--- config.mk ---
export PLATFORM = sky130hd
export DESIGN_NAME = mips_multicycle_ctrl_flat
export DESIGN_NICKNAME = d
export VERILOG_FILES = /design/src/rtl/mips_multicycle_ctrl_if.sv /design/src/rtl/mips_multicycle_ctrl.sv /design/src/flat_wrapper.sv
export SDC_FILE = /design/constraint.sdc
export NUM_CORES = 1
export LEC_CHECK = 0
export ABC_CLOCK_PERIOD_IN_PS = 4750
export CAP_MARGIN = 20
export CORE_ASPECT_RATIO = 1.1
export CORE_MARGIN = 3
export CORE_UTILIZATION = 30
export DETAILED_ROUTE_END_ITERATION = 16
export HOLD_SLACK_MARGIN = 0.15
export PLACE_DENSITY_LB_ADDON = 0.3
export SLEW_MARGIN = 40
export SYNTH_ARGS = -nofsm -noshare
export SYNTH_HDL_FRONTEND = slang
export SYNTH_SLANG_ARGS = --single-unit
--- constraint.sdc ---
create_clock -name clk -period 4.75 [get_ports clk]
set_input_delay 1.425 -clock clk [delete_from_list [all_inputs] [get_ports clk]]
set_output_delay 1.425 -clock clk [all_outputs]
set_load 0.01 [all_outputs]
--- src/rtl/mips_multicycle_ctrl_if.sv ---
`timescale 1ns/1ps
`default_nettype none
// ============================================================================
//  Module   : mips_multicycle_ctrl_if
//  Brief    : Control bus between the multicycle MIPS controller and datapath
//  Revision : 1.0 - initial release
// ============================================================================
interface mips_multicycle_ctrl_if #(
  parameter int OPW  = 6,
  parameter int SELW = 2
);
  logic [OPW-1:0]  opcode;
  logic            mem_ready;
  logic            zero;
  logic            pc_write;
  logic            pc_write_cond;
  logic            iord;
  logic            mem_read;
  logic            mem_write;
  logic            ir_write;
  logic            reg_write;
  logic            alu_src_a;
  logic [1:0]      alu_src_b;
  logic [1:0]      alu_op;
  logic [SELW-1:0] pc_source;
  logic [SELW-1:0] reg_dst;
  logic [SELW-1:0] mem_to_reg;
  logic            illegal_op;
  logic [3:0]      state_dbg;

  // Controller side
  modport master (
    input  opcode, mem_ready, zero,
    output pc_write, pc_write_cond, iord, mem_read, mem_write, ir_write,
           reg_write, alu_src_a, alu_src_b, alu_op, pc_source, reg_dst,
           mem_to_reg, illegal_op, state_dbg
  );

  // Datapath side
  modport slave (
    output opcode, mem_ready, zero,
    input  pc_write, pc_write_cond, iord, mem_read, mem_write, ir_write,
           reg_write, alu_src_a, alu_src_b, alu_op, pc_source, reg_dst,
           mem_to_reg, illegal_op, state_dbg
  );
endinterface
`default_nettype wire

--- src/rtl/mips_multicycle_ctrl.sv ---
`timescale 1ns/1ps
`default_nettype none
// ============================================================================
//  Module   : mips_multicycle_ctrl
//  Brief    : Multicycle MIPS main control FSM with memory-ready stalls
//  Revision : 1.0 - initial release
// ============================================================================
module mips_multicycle_ctrl #(
  parameter int OPW  = 6,
  parameter int SELW = 2
) (
  input  wire logic              clk,
  input  wire logic              rst_n,
  mips_multicycle_ctrl_if.master bus
);

  localparam logic [OPW-1:0] c_OP_RTYPE = OPW'(6'b000000);
  localparam logic [OPW-1:0] c_OP_LW    = OPW'(6'b100011);
  localparam logic [OPW-1:0] c_OP_SW    = OPW'(6'b101011);
  localparam logic [OPW-1:0] c_OP_BEQ   = OPW'(6'b000100);
  localparam logic [OPW-1:0] c_OP_ADDI  = OPW'(6'b001000);
  localparam logic [OPW-1:0] c_OP_J     = OPW'(6'b000010);
  localparam logic [OPW-1:0] c_OP_JAL   = OPW'(6'b000011);

  typedef enum logic [3:0] {
    S_FETCH    = 4'd0,
    S_DECODE   = 4'd1,
    S_MEM_ADDR = 4'd2,
    S_MEM_RD   = 4'd3,
    S_MEM_WB   = 4'd4,
    S_MEM_WR   = 4'd5,
    S_EXEC     = 4'd6,
    S_R_WB     = 4'd7,
    S_BRANCH   = 4'd8,
    S_JUMP     = 4'd9,
    S_JAL      = 4'd10,
    S_ADDI_EX  = 4'd11,
    S_ADDI_WB  = 4'd12
  } state_t;

  // Moore control word; 'fetch' marks the state whose IR/PC loads wait on mem_ready
  typedef struct packed {
    logic            fetch;
    logic            pc_write;
    logic            pc_write_cond;
    logic            iord;
    logic            mem_read;
    logic            mem_write;
    logic            reg_write;
    logic            alu_src_a;
    logic [1:0]      alu_src_b;
    logic [1:0]      alu_op;
    logic [SELW-1:0] pc_source;
    logic [SELW-1:0] reg_dst;
    logic [SELW-1:0] mem_to_reg;
  } ctrl_t;

  state_t r_state;
  ctrl_t  r_ctrl;
  state_t w_next;

  function automatic logic f_legal(input logic [OPW-1:0] op);
    return (op == c_OP_RTYPE) || (op == c_OP_LW)   || (op == c_OP_SW) ||
           (op == c_OP_BEQ)   || (op == c_OP_ADDI) || (op == c_OP_J)  ||
           (op == c_OP_JAL);
  endfunction

  function automatic state_t f_next(input state_t s, input logic rdy,
                                    input logic [OPW-1:0] op);
    state_t n;
    n = S_FETCH;
    case (s)
      S_FETCH:    n = rdy ? S_DECODE : S_FETCH;
      S_DECODE: begin
        if (op == c_OP_RTYPE)                       n = S_EXEC;
        else if ((op == c_OP_LW) || (op == c_OP_SW)) n = S_MEM_ADDR;
        else if (op == c_OP_BEQ)                    n = S_BRANCH;
        else if (op == c_OP_ADDI)                   n = S_ADDI_EX;
        else if (op == c_OP_J)                      n = S_JUMP;
        else if (op == c_OP_JAL)                    n = S_JAL;
        else                                        n = S_FETCH;
      end
      S_MEM_ADDR: n = (op == c_OP_LW) ? S_MEM_RD : S_MEM_WR;
      S_MEM_RD:   n = rdy ? S_MEM_WB : S_MEM_RD;
      S_MEM_WR:   n = rdy ? S_FETCH : S_MEM_WR;
      S_EXEC:     n = S_R_WB;
      S_ADDI_EX:  n = S_ADDI_WB;
      default:    n = S_FETCH;
    endcase
    return n;
  endfunction

  function automatic ctrl_t f_decode(input state_t s);
    ctrl_t c;
    c = '0;
    case (s)
      S_FETCH: begin
        c.fetch     = 1'b1;
        c.mem_read  = 1'b1;
        c.alu_src_b = 2'd1;
      end
      S_DECODE:   c.alu_src_b = 2'd3;
      S_MEM_ADDR: begin
        c.alu_src_a = 1'b1;
        c.alu_src_b = 2'd2;
      end
      S_MEM_RD: begin
        c.mem_read = 1'b1;
        c.iord     = 1'b1;
      end
      S_MEM_WB: begin
        c.reg_write  = 1'b1;
        c.mem_to_reg = SELW'(1);
      end
      S_MEM_WR: begin
        c.mem_write = 1'b1;
        c.iord      = 1'b1;
      end
      S_EXEC: begin
        c.alu_src_a = 1'b1;
        c.alu_op    = 2'd2;
      end
      S_R_WB: begin
        c.reg_write = 1'b1;
        c.reg_dst   = SELW'(1);
      end
      S_BRANCH: begin
        c.alu_src_a     = 1'b1;
        c.alu_op        = 2'd1;
        c.pc_write_cond = 1'b1;
        c.pc_source     = SELW'(1);
      end
      S_ADDI_EX: begin
        c.alu_src_a = 1'b1;
        c.alu_src_b = 2'd2;
      end
      S_ADDI_WB:  c.reg_write = 1'b1;
      S_JUMP: begin
        c.pc_write  = 1'b1;
        c.pc_source = SELW'(2);
      end
      // Regfile takes PC (already PC+4) on the same edge the PC takes the target
      S_JAL: begin
        c.pc_write   = 1'b1;
        c.pc_source  = SELW'(2);
        c.reg_write  = 1'b1;
        c.reg_dst    = SELW'(2);
        c.mem_to_reg = SELW'(2);
      end
      default:    c = '0;
    endcase
    return c;
  endfunction

  assign w_next = f_next(r_state, bus.mem_ready, bus.opcode);

  // Control word is registered alongside the state it belongs to
  always_ff @(posedge clk) begin
    if (!rst_n) begin
      r_state <= S_FETCH;
      r_ctrl  <= f_decode(S_FETCH);
    end else begin
      r_state <= w_next;
      r_ctrl  <= f_decode(w_next);
    end
  end

  assign bus.pc_write      = rst_n & (r_ctrl.pc_write | (r_ctrl.fetch & bus.mem_ready));
  assign bus.ir_write      = rst_n & r_ctrl.fetch & bus.mem_ready;
  assign bus.pc_write_cond = rst_n & r_ctrl.pc_write_cond;
  assign bus.mem_read      = rst_n & r_ctrl.mem_read;
  assign bus.mem_write     = rst_n & r_ctrl.mem_write;
  assign bus.reg_write     = rst_n & r_ctrl.reg_write;
  assign bus.iord          = r_ctrl.iord;
  assign bus.alu_src_a     = r_ctrl.alu_src_a;
  assign bus.alu_src_b     = r_ctrl.alu_src_b;
  assign bus.alu_op        = r_ctrl.alu_op;
  assign bus.pc_source     = r_ctrl.pc_source;
  assign bus.reg_dst       = r_ctrl.reg_dst;
  assign bus.mem_to_reg    = r_ctrl.mem_to_reg;
  assign bus.illegal_op    = (r_state == S_DECODE) && !f_legal(bus.opcode);
  assign bus.state_dbg     = r_state;

endmodule
`default_nettype wire

--- src/flat_wrapper.sv ---
// flat-port wrapper written by rule: the top's interface ports become plain ports
module mips_multicycle_ctrl_flat 
#(
  parameter int OPW  = 6,
  parameter int SELW = 2
)
  (clk, rst_n, bus_opcode, bus_mem_ready, bus_zero, bus_pc_write, bus_pc_write_cond, bus_iord, bus_mem_read, bus_mem_write, bus_ir_write, bus_reg_write, bus_alu_src_a, bus_alu_src_b, bus_alu_op, bus_pc_source, bus_reg_dst, bus_mem_to_reg, bus_illegal_op, bus_state_dbg);
  mips_multicycle_ctrl_if #(.OPW(OPW), .SELW(SELW)) bus_i ();
  input  wire logic clk;
  input  wire logic rst_n;
  input wire logic [$bits(bus_i.opcode)-1:0] bus_opcode;
  input wire logic [$bits(bus_i.mem_ready)-1:0] bus_mem_ready;
  input wire logic [$bits(bus_i.zero)-1:0] bus_zero;
  output wire logic [$bits(bus_i.pc_write)-1:0] bus_pc_write;
  output wire logic [$bits(bus_i.pc_write_cond)-1:0] bus_pc_write_cond;
  output wire logic [$bits(bus_i.iord)-1:0] bus_iord;
  output wire logic [$bits(bus_i.mem_read)-1:0] bus_mem_read;
  output wire logic [$bits(bus_i.mem_write)-1:0] bus_mem_write;
  output wire logic [$bits(bus_i.ir_write)-1:0] bus_ir_write;
  output wire logic [$bits(bus_i.reg_write)-1:0] bus_reg_write;
  output wire logic [$bits(bus_i.alu_src_a)-1:0] bus_alu_src_a;
  output wire logic [$bits(bus_i.alu_src_b)-1:0] bus_alu_src_b;
  output wire logic [$bits(bus_i.alu_op)-1:0] bus_alu_op;
  output wire logic [$bits(bus_i.pc_source)-1:0] bus_pc_source;
  output wire logic [$bits(bus_i.reg_dst)-1:0] bus_reg_dst;
  output wire logic [$bits(bus_i.mem_to_reg)-1:0] bus_mem_to_reg;
  output wire logic [$bits(bus_i.illegal_op)-1:0] bus_illegal_op;
  output wire logic [$bits(bus_i.state_dbg)-1:0] bus_state_dbg;
  assign bus_i.opcode = bus_opcode;
  assign bus_i.mem_ready = bus_mem_ready;
  assign bus_i.zero = bus_zero;
  assign bus_pc_write = bus_i.pc_write;
  assign bus_pc_write_cond = bus_i.pc_write_cond;
  assign bus_iord = bus_i.iord;
  assign bus_mem_read = bus_i.mem_read;
  assign bus_mem_write = bus_i.mem_write;
  assign bus_ir_write = bus_i.ir_write;
  assign bus_reg_write = bus_i.reg_write;
  assign bus_alu_src_a = bus_i.alu_src_a;
  assign bus_alu_src_b = bus_i.alu_src_b;
  assign bus_alu_op = bus_i.alu_op;
  assign bus_pc_source = bus_i.pc_source;
  assign bus_reg_dst = bus_i.reg_dst;
  assign bus_mem_to_reg = bus_i.mem_to_reg;
  assign bus_illegal_op = bus_i.illegal_op;
  assign bus_state_dbg = bus_i.state_dbg;
  mips_multicycle_ctrl #(.OPW(OPW), .SELW(SELW)) u_core (.clk(clk), .rst_n(rst_n), .bus(bus_i));
endmodule
* After elaboration in Yosys (flattened, before gate mapping)
Index checks and enable logic that the tools add are counted.
** Storage, ports and cells
- Output and inout port bits :: 23
- Input port bits :: 10
- Bits in registers :: 22
** Cells by class
- Reduce and logical (&&, ||, !) cells :: 18
- Muxes and demuxes :: 24
- Equality and inequality tests :: 24
- Bitwise logic cells :: 9
** Operators by type and width (number)
- 4-bit case mux with 7 select lines :: 1
- 4-bit by 3-bit == test with 1-bit output, second input constant :: 6
- 4-bit == test, second input constant :: 6
- 4-bit 2-to-1 mux :: 6
- 4-bit by 2-bit == test with 1-bit output, second input constant :: 4
- 2-bit case mux with 2 select lines :: 4
- 6-bit by 2-bit == test with 1-bit output, second input constant :: 2
- 6-bit == test, second input constant :: 2
- 1-bit 2-to-1 mux :: 9
- 3-bit 2-to-1 mux :: 3
- 1-bit AND :: 8
- 4-bit by 1-bit == test with 1-bit output, second input constant :: 2
- 4-bit zero test :: 2
- 2-bit OR reduction :: 4
- 4-bit OR reduction :: 2
- 1-bit logical OR :: 7
- 6-bit by 3-bit == test with 1-bit output, second input constant :: 1
- 6-bit by 4-bit == test with 1-bit output, second input constant :: 1
- 6-bit zero test :: 1
- 2-bit case mux with 3 select lines :: 1
- 1-bit logical AND :: 1
- 1-bit zero test :: 1
- 1-bit bitwise OR :: 1

* Longest topological paths before layout
- Depth in word-level cells :: 11
- Depth in mapped cells :: 7
- Mapped depth without buffers :: 6

* Worst setup path after synthesis
No wires, ideal clock.
- Kind :: input port to output port
- Start point :: input port bus_opcode[3]
- End point :: output port bus_illegal_op
- Path buffers :: 1
- Path slack :: 999 ps
- Stages :: 4
- Data arrival time :: 2326 ps
- Cells stage by stage :: buf_2 > nor3b_1 > o311ai_1 > nor3b_1
** On the way
- Cells in the longest elaborated chain, start to end :: 9
- Elaborated cells on any way between the ends :: 15
- Classes of those cells :: 6 x eq/ne; 9 x reduce/logical
** Ends and longest elaborated chain
- start, declared :: line flat_wrapper.sv:11 : input wire logic [$bits(bus_i.opcode)-1:0] bus_opcode;
- 6-bit == test / 6-bit zero test (equally long branches) :: line mips_multicycle_ctrl.sv:63 : return (op == c_OP_RTYPE) || (op == c_OP_LW) || (op == c_OP_SW) ||
- 1-bit logical OR (3 in series) :: line mips_multicycle_ctrl.sv:63
- 1-bit logical OR (2 in series) :: line mips_multicycle_ctrl.sv:64 : (op == c_OP_BEQ) || (op == c_OP_ADDI) || (op == c_OP_J) ||
- 1-bit logical OR (*) :: line mips_multicycle_ctrl.sv:64
- 1-bit zero test (*) :: line mips_multicycle_ctrl.sv:181 : assign bus.illegal_op = (r_state == S_DECODE) && !f_legal(bus.opcode);
- 1-bit logical AND (*) :: line mips_multicycle_ctrl.sv:181
- end, declared :: line flat_wrapper.sv:27 : output wire logic [$bits(bus_i.illegal_op)-1:0] bus_illegal_op;
Mark *: on every way between the ends. The rest lies on a longest branch, timed or not.

* Final worst setup path
- Start point :: input port bus_opcode[1]
- End point :: output port bus_illegal_op
Same word-level chain as after synthesis.

==> key figures <==
Run status
  – Outcome: finished clean

Die
  – # rows: 22
  – Die Height: 69.87 um
  – Initial core utilization: 32.33%
  – # IOs: 33
  – Die Wd: 64.06 um
  – Core area: 3441 um2
  – Die area: 4475 um2

Logic synthesis
  – Ranking of synthesized cells by area: dfxtp_1, buf_4, nor2_1, buf_6, nand2_1
  – Avg Cell Area, Syn: 9.347 um2
  – Area share of the largest cell type after synthesis: 36.00%
  – Top-count cell post-synth: dfxtp_1
  – Post-synthesis adder-cell area fraction: 0%
  – Yosys warning count: 0
  – Mapped Area: roughly 1100 um2
  – Synth Flop Type: dfxtp_1
  – Top cells by count, synth: dfxtp_1, nor2_1, buf_4, nand2_1, inv_1
  – Mapped Cells: 119
  – Synth Area in Simple Gates: 29.92%
  – Cell variety after synth: 48
  – Mapped Nets: approximately 130
  – Post-synth EDFFs: 0
  – Largest area contributor in the netlist: dfxtp_1
  – Post-synthesis register bit count: 20
  – Compound-Gate Fraction of Synth Area: 18.00%
  – Register area share after synthesis: between 30% and 40%
  – Async set-reset flop share out of synthesis: 0%
  – Post-synthesis mux area share: 0%
  – Xor-xnor portion of the synthesized cell area: 3.037%
  – Largest family of logic cells by synthesized area: simple AND/OR/NAND/NOR gates

Detailed routing
  – Residual DRC: 0
  – Antenna Nets Post-Route: 0
  – Via count: 900
  – Pre-antenna DRT Iters: 4
  – Iteration-0 DRC Markers: 18
  – Routed len/inst: 12.42 um
  – Routed WL: 2.359 mm
  – Via-to-Cell Ratio: 4.737

Timing
  – RSZ-0062 raised after global routing: no
  – Setup TNS: 0 ps
  – Setup Skew: 14.02 ps
  – Fin crit period: 4618 ps
  – Slew HR: 66.88%
  – Final hold violations: 0
  – Max Slew Vio Count: 0
  – Worst slew pin tran: approximately 500 ps
  – Period utilization: 97.22%
  – FMAX: between 200 and 250 MHz
  – Final setup viols: 0

Critical path
  – Reg2reg start: u_core.bus.state_dbg[2]
  – Crit path from: bus_opcode[1]
  – CP max FO: 5
  – Kind of critical path: primary input to output pin
  – Worst R2R Path Depth: 6
  – Crit path DAT: 3190 ps
  – RR Endpoint: u_core.bus.alu_src_b[1]
  – Worst setup SP type: primary input
  – Required @ worst endpoint: 3320 ps
  – CP endpoint: bus_illegal_op
  – Crit end category: output pin
  – R2R Setup Slk: roughly 2800 ps

Pwr
  – Switching Fraction: 22.38%
  – Net switching power: 0.08210 mW
  – Static leakage: 0.5196 nW
  – Total Power: 0.3669 mW
  – Seq pwr share: 47.4%
  – Cell Pwr Density: between 200 and 300 nW/um2
  – Pint: 0.2848 mW
  – Clock network power share: 37.8%
  – Worst vdd ir: 0.09305 mV
  – Combinational Power Share: ~15%

Clock tree
  – Clock sinks: 20
  – Post-CTS setup buffers: 0
  – CTS tree: yes
  – Clk Tree Root Cell: clkbuf_4
  – Clk slew on worst S/H paths: 120 ps
  – Clk_lat worst skew: 310 ps
  – CTS max path bufs: 2
  – Htree depth: 1
  – CTS Buf Count: 3

Place
  – IO Port Bufs: 31
  – Placer Congestion: 0.7583
  – Dpl hpwl: 1.819 mm

Final layout
  – Max FFs per register: 5
  – Largest Register: u_core.r_ctrl
  – Antenna diodes: 0
  – Layout cells sized above 1: between 15 and 20%
  – Area delta synth->final: 30.15%
  – Final nets: 153

GRT
  – Total GRT Usage: 10.70%
  – Antenna violations before repair: 0
  – First-pass GRT wire length: 3.870 mm
  – Vias in the first global route: 891
  – Largest net degree at the start of global routing: 13
  – GR Overflow Total: 0

Min path
  – Worst min-delay path category: flop to flop

Job
  – Max Cap Viol: 0
cell usage in the layout, fill, tap and decap left out, types with 2 or more instances in the layout:
cell | Yosys | layout
clkbuf_4 | 0 | 3
nor2b_1 | 4 | 4
clkdlybuf4s50_1 | 0 | 31
nor3_1 | 3 | 3
dfxtp_1 | 20 | 20
nor3_2 | 2 | 2
nor2_1 | 12 | 12
nand2b_1 | 2 | 2
and3_1 | 2 | 2
buf_4 | 10 | 4
nor4_1 | 3 | 3
o21ai_0 | 2 | 2
inv_1 | 5 | 5
and2_1 | 4 | 4
or3_1 | 2 | 2
nand2_1 | 8 | 8
o21ai_1 | 3 | 3
nor3b_2 | 1 | 2
how the worst min path moves through the flow:
stage,depth (start not counted),start,endpoint
after floorplan,3,u_core.bus.state_dbg[0],u_core.bus.alu_op[1]
after detailed placement,3,u_core.bus.state_dbg[0],u_core.bus.alu_op[1]
after CTS,3,u_core.bus.state_dbg[0],u_core.bus.alu_op[1]
final,3,u_core.bus.state_dbg[0],u_core.bus.alu_op[1]
after global placement,3,u_core.bus.state_dbg[0],u_core.bus.alu_op[1]
after global routing,3,u_core.bus.state_dbg[0],u_core.bus.alu_op[1]
timing repair:
action                     in CTS  in global routing
resized for setup               0                  1
setup endpoints to repair       0                  1
hold buffers                    0                  0
worst max-delay path, stage by stage:
cell	delay, ps
clkdlybuf4s50_1	470
nor2b_1	170
o311ai_1	330
nor3b_2	240
clkdlybuf4s50_1	560
routing by layer:
| metal | share of wire, % | global-route usage (%) |
|---|---|---|
| met1 | 41 | 10.59 |
| met2 | 53 | 20.90 |
| met3 | 3.5 | 0.8039 |
| met4 | 2.5 | 6.475 |
| met5 | 0 | 0 |
power by group through the flow:
stage | Combinational, mW | Clock [mW] | Sequential, mW
after floorplan | 0.0325 | 0 | 0.177
after global placement | 0.0536 | 0 | 0.177
after detailed placement | 0.0544 | 0 | 0.178
after CTS | 0.0547 | 0.139 | 0.174
after global routing | 0.0596 | 0.144 | 0.174
final | 0.0546 | 0.139 | 0.174
layout make-up:
class / count / area, um2
fillers: 331 / 1993
repair buffers: 35 / 340.3
well taps: 48 / 60.06
flip-flops and latches: 20 / 400.4
clock inverters: 1 / 30.03
clock buffers: 3 / 22.52
inverters: 6 / 22.52
multi-input cells: 77 / 571.8
through the flow:
stage | setup slack (ps) | area [um2] | std cells | util (%) | hold WS (ps)
2_1_floorplan | 999.5 | 1112 | 119 | - | 717.9
3_5_place_dp | 76.20 | 1390 | 186 | 40.40 | 767.1
6_report | 132.3 | 1448 | 190 | 42.07 | 810.6
3_3_place_gp | 125.3 | 1390 | 186 | 40.40 | 743.3
4_1_cts | 77.98 | 1443 | 190 | 41.93 | 813.2
5_1_grt | 20.25 | 1448 | 190 | 42.07 | 871.0
cells by family after synthesis:
logic type / count (synthesis)
and+or+nand+nor: 54
buffers and inverters: 22
AOI/OAI and AO/OA: 20
DFF: 20
xor gates and xnor gates: 3
No activity file was read; power rests on OpenSTA's default activity.
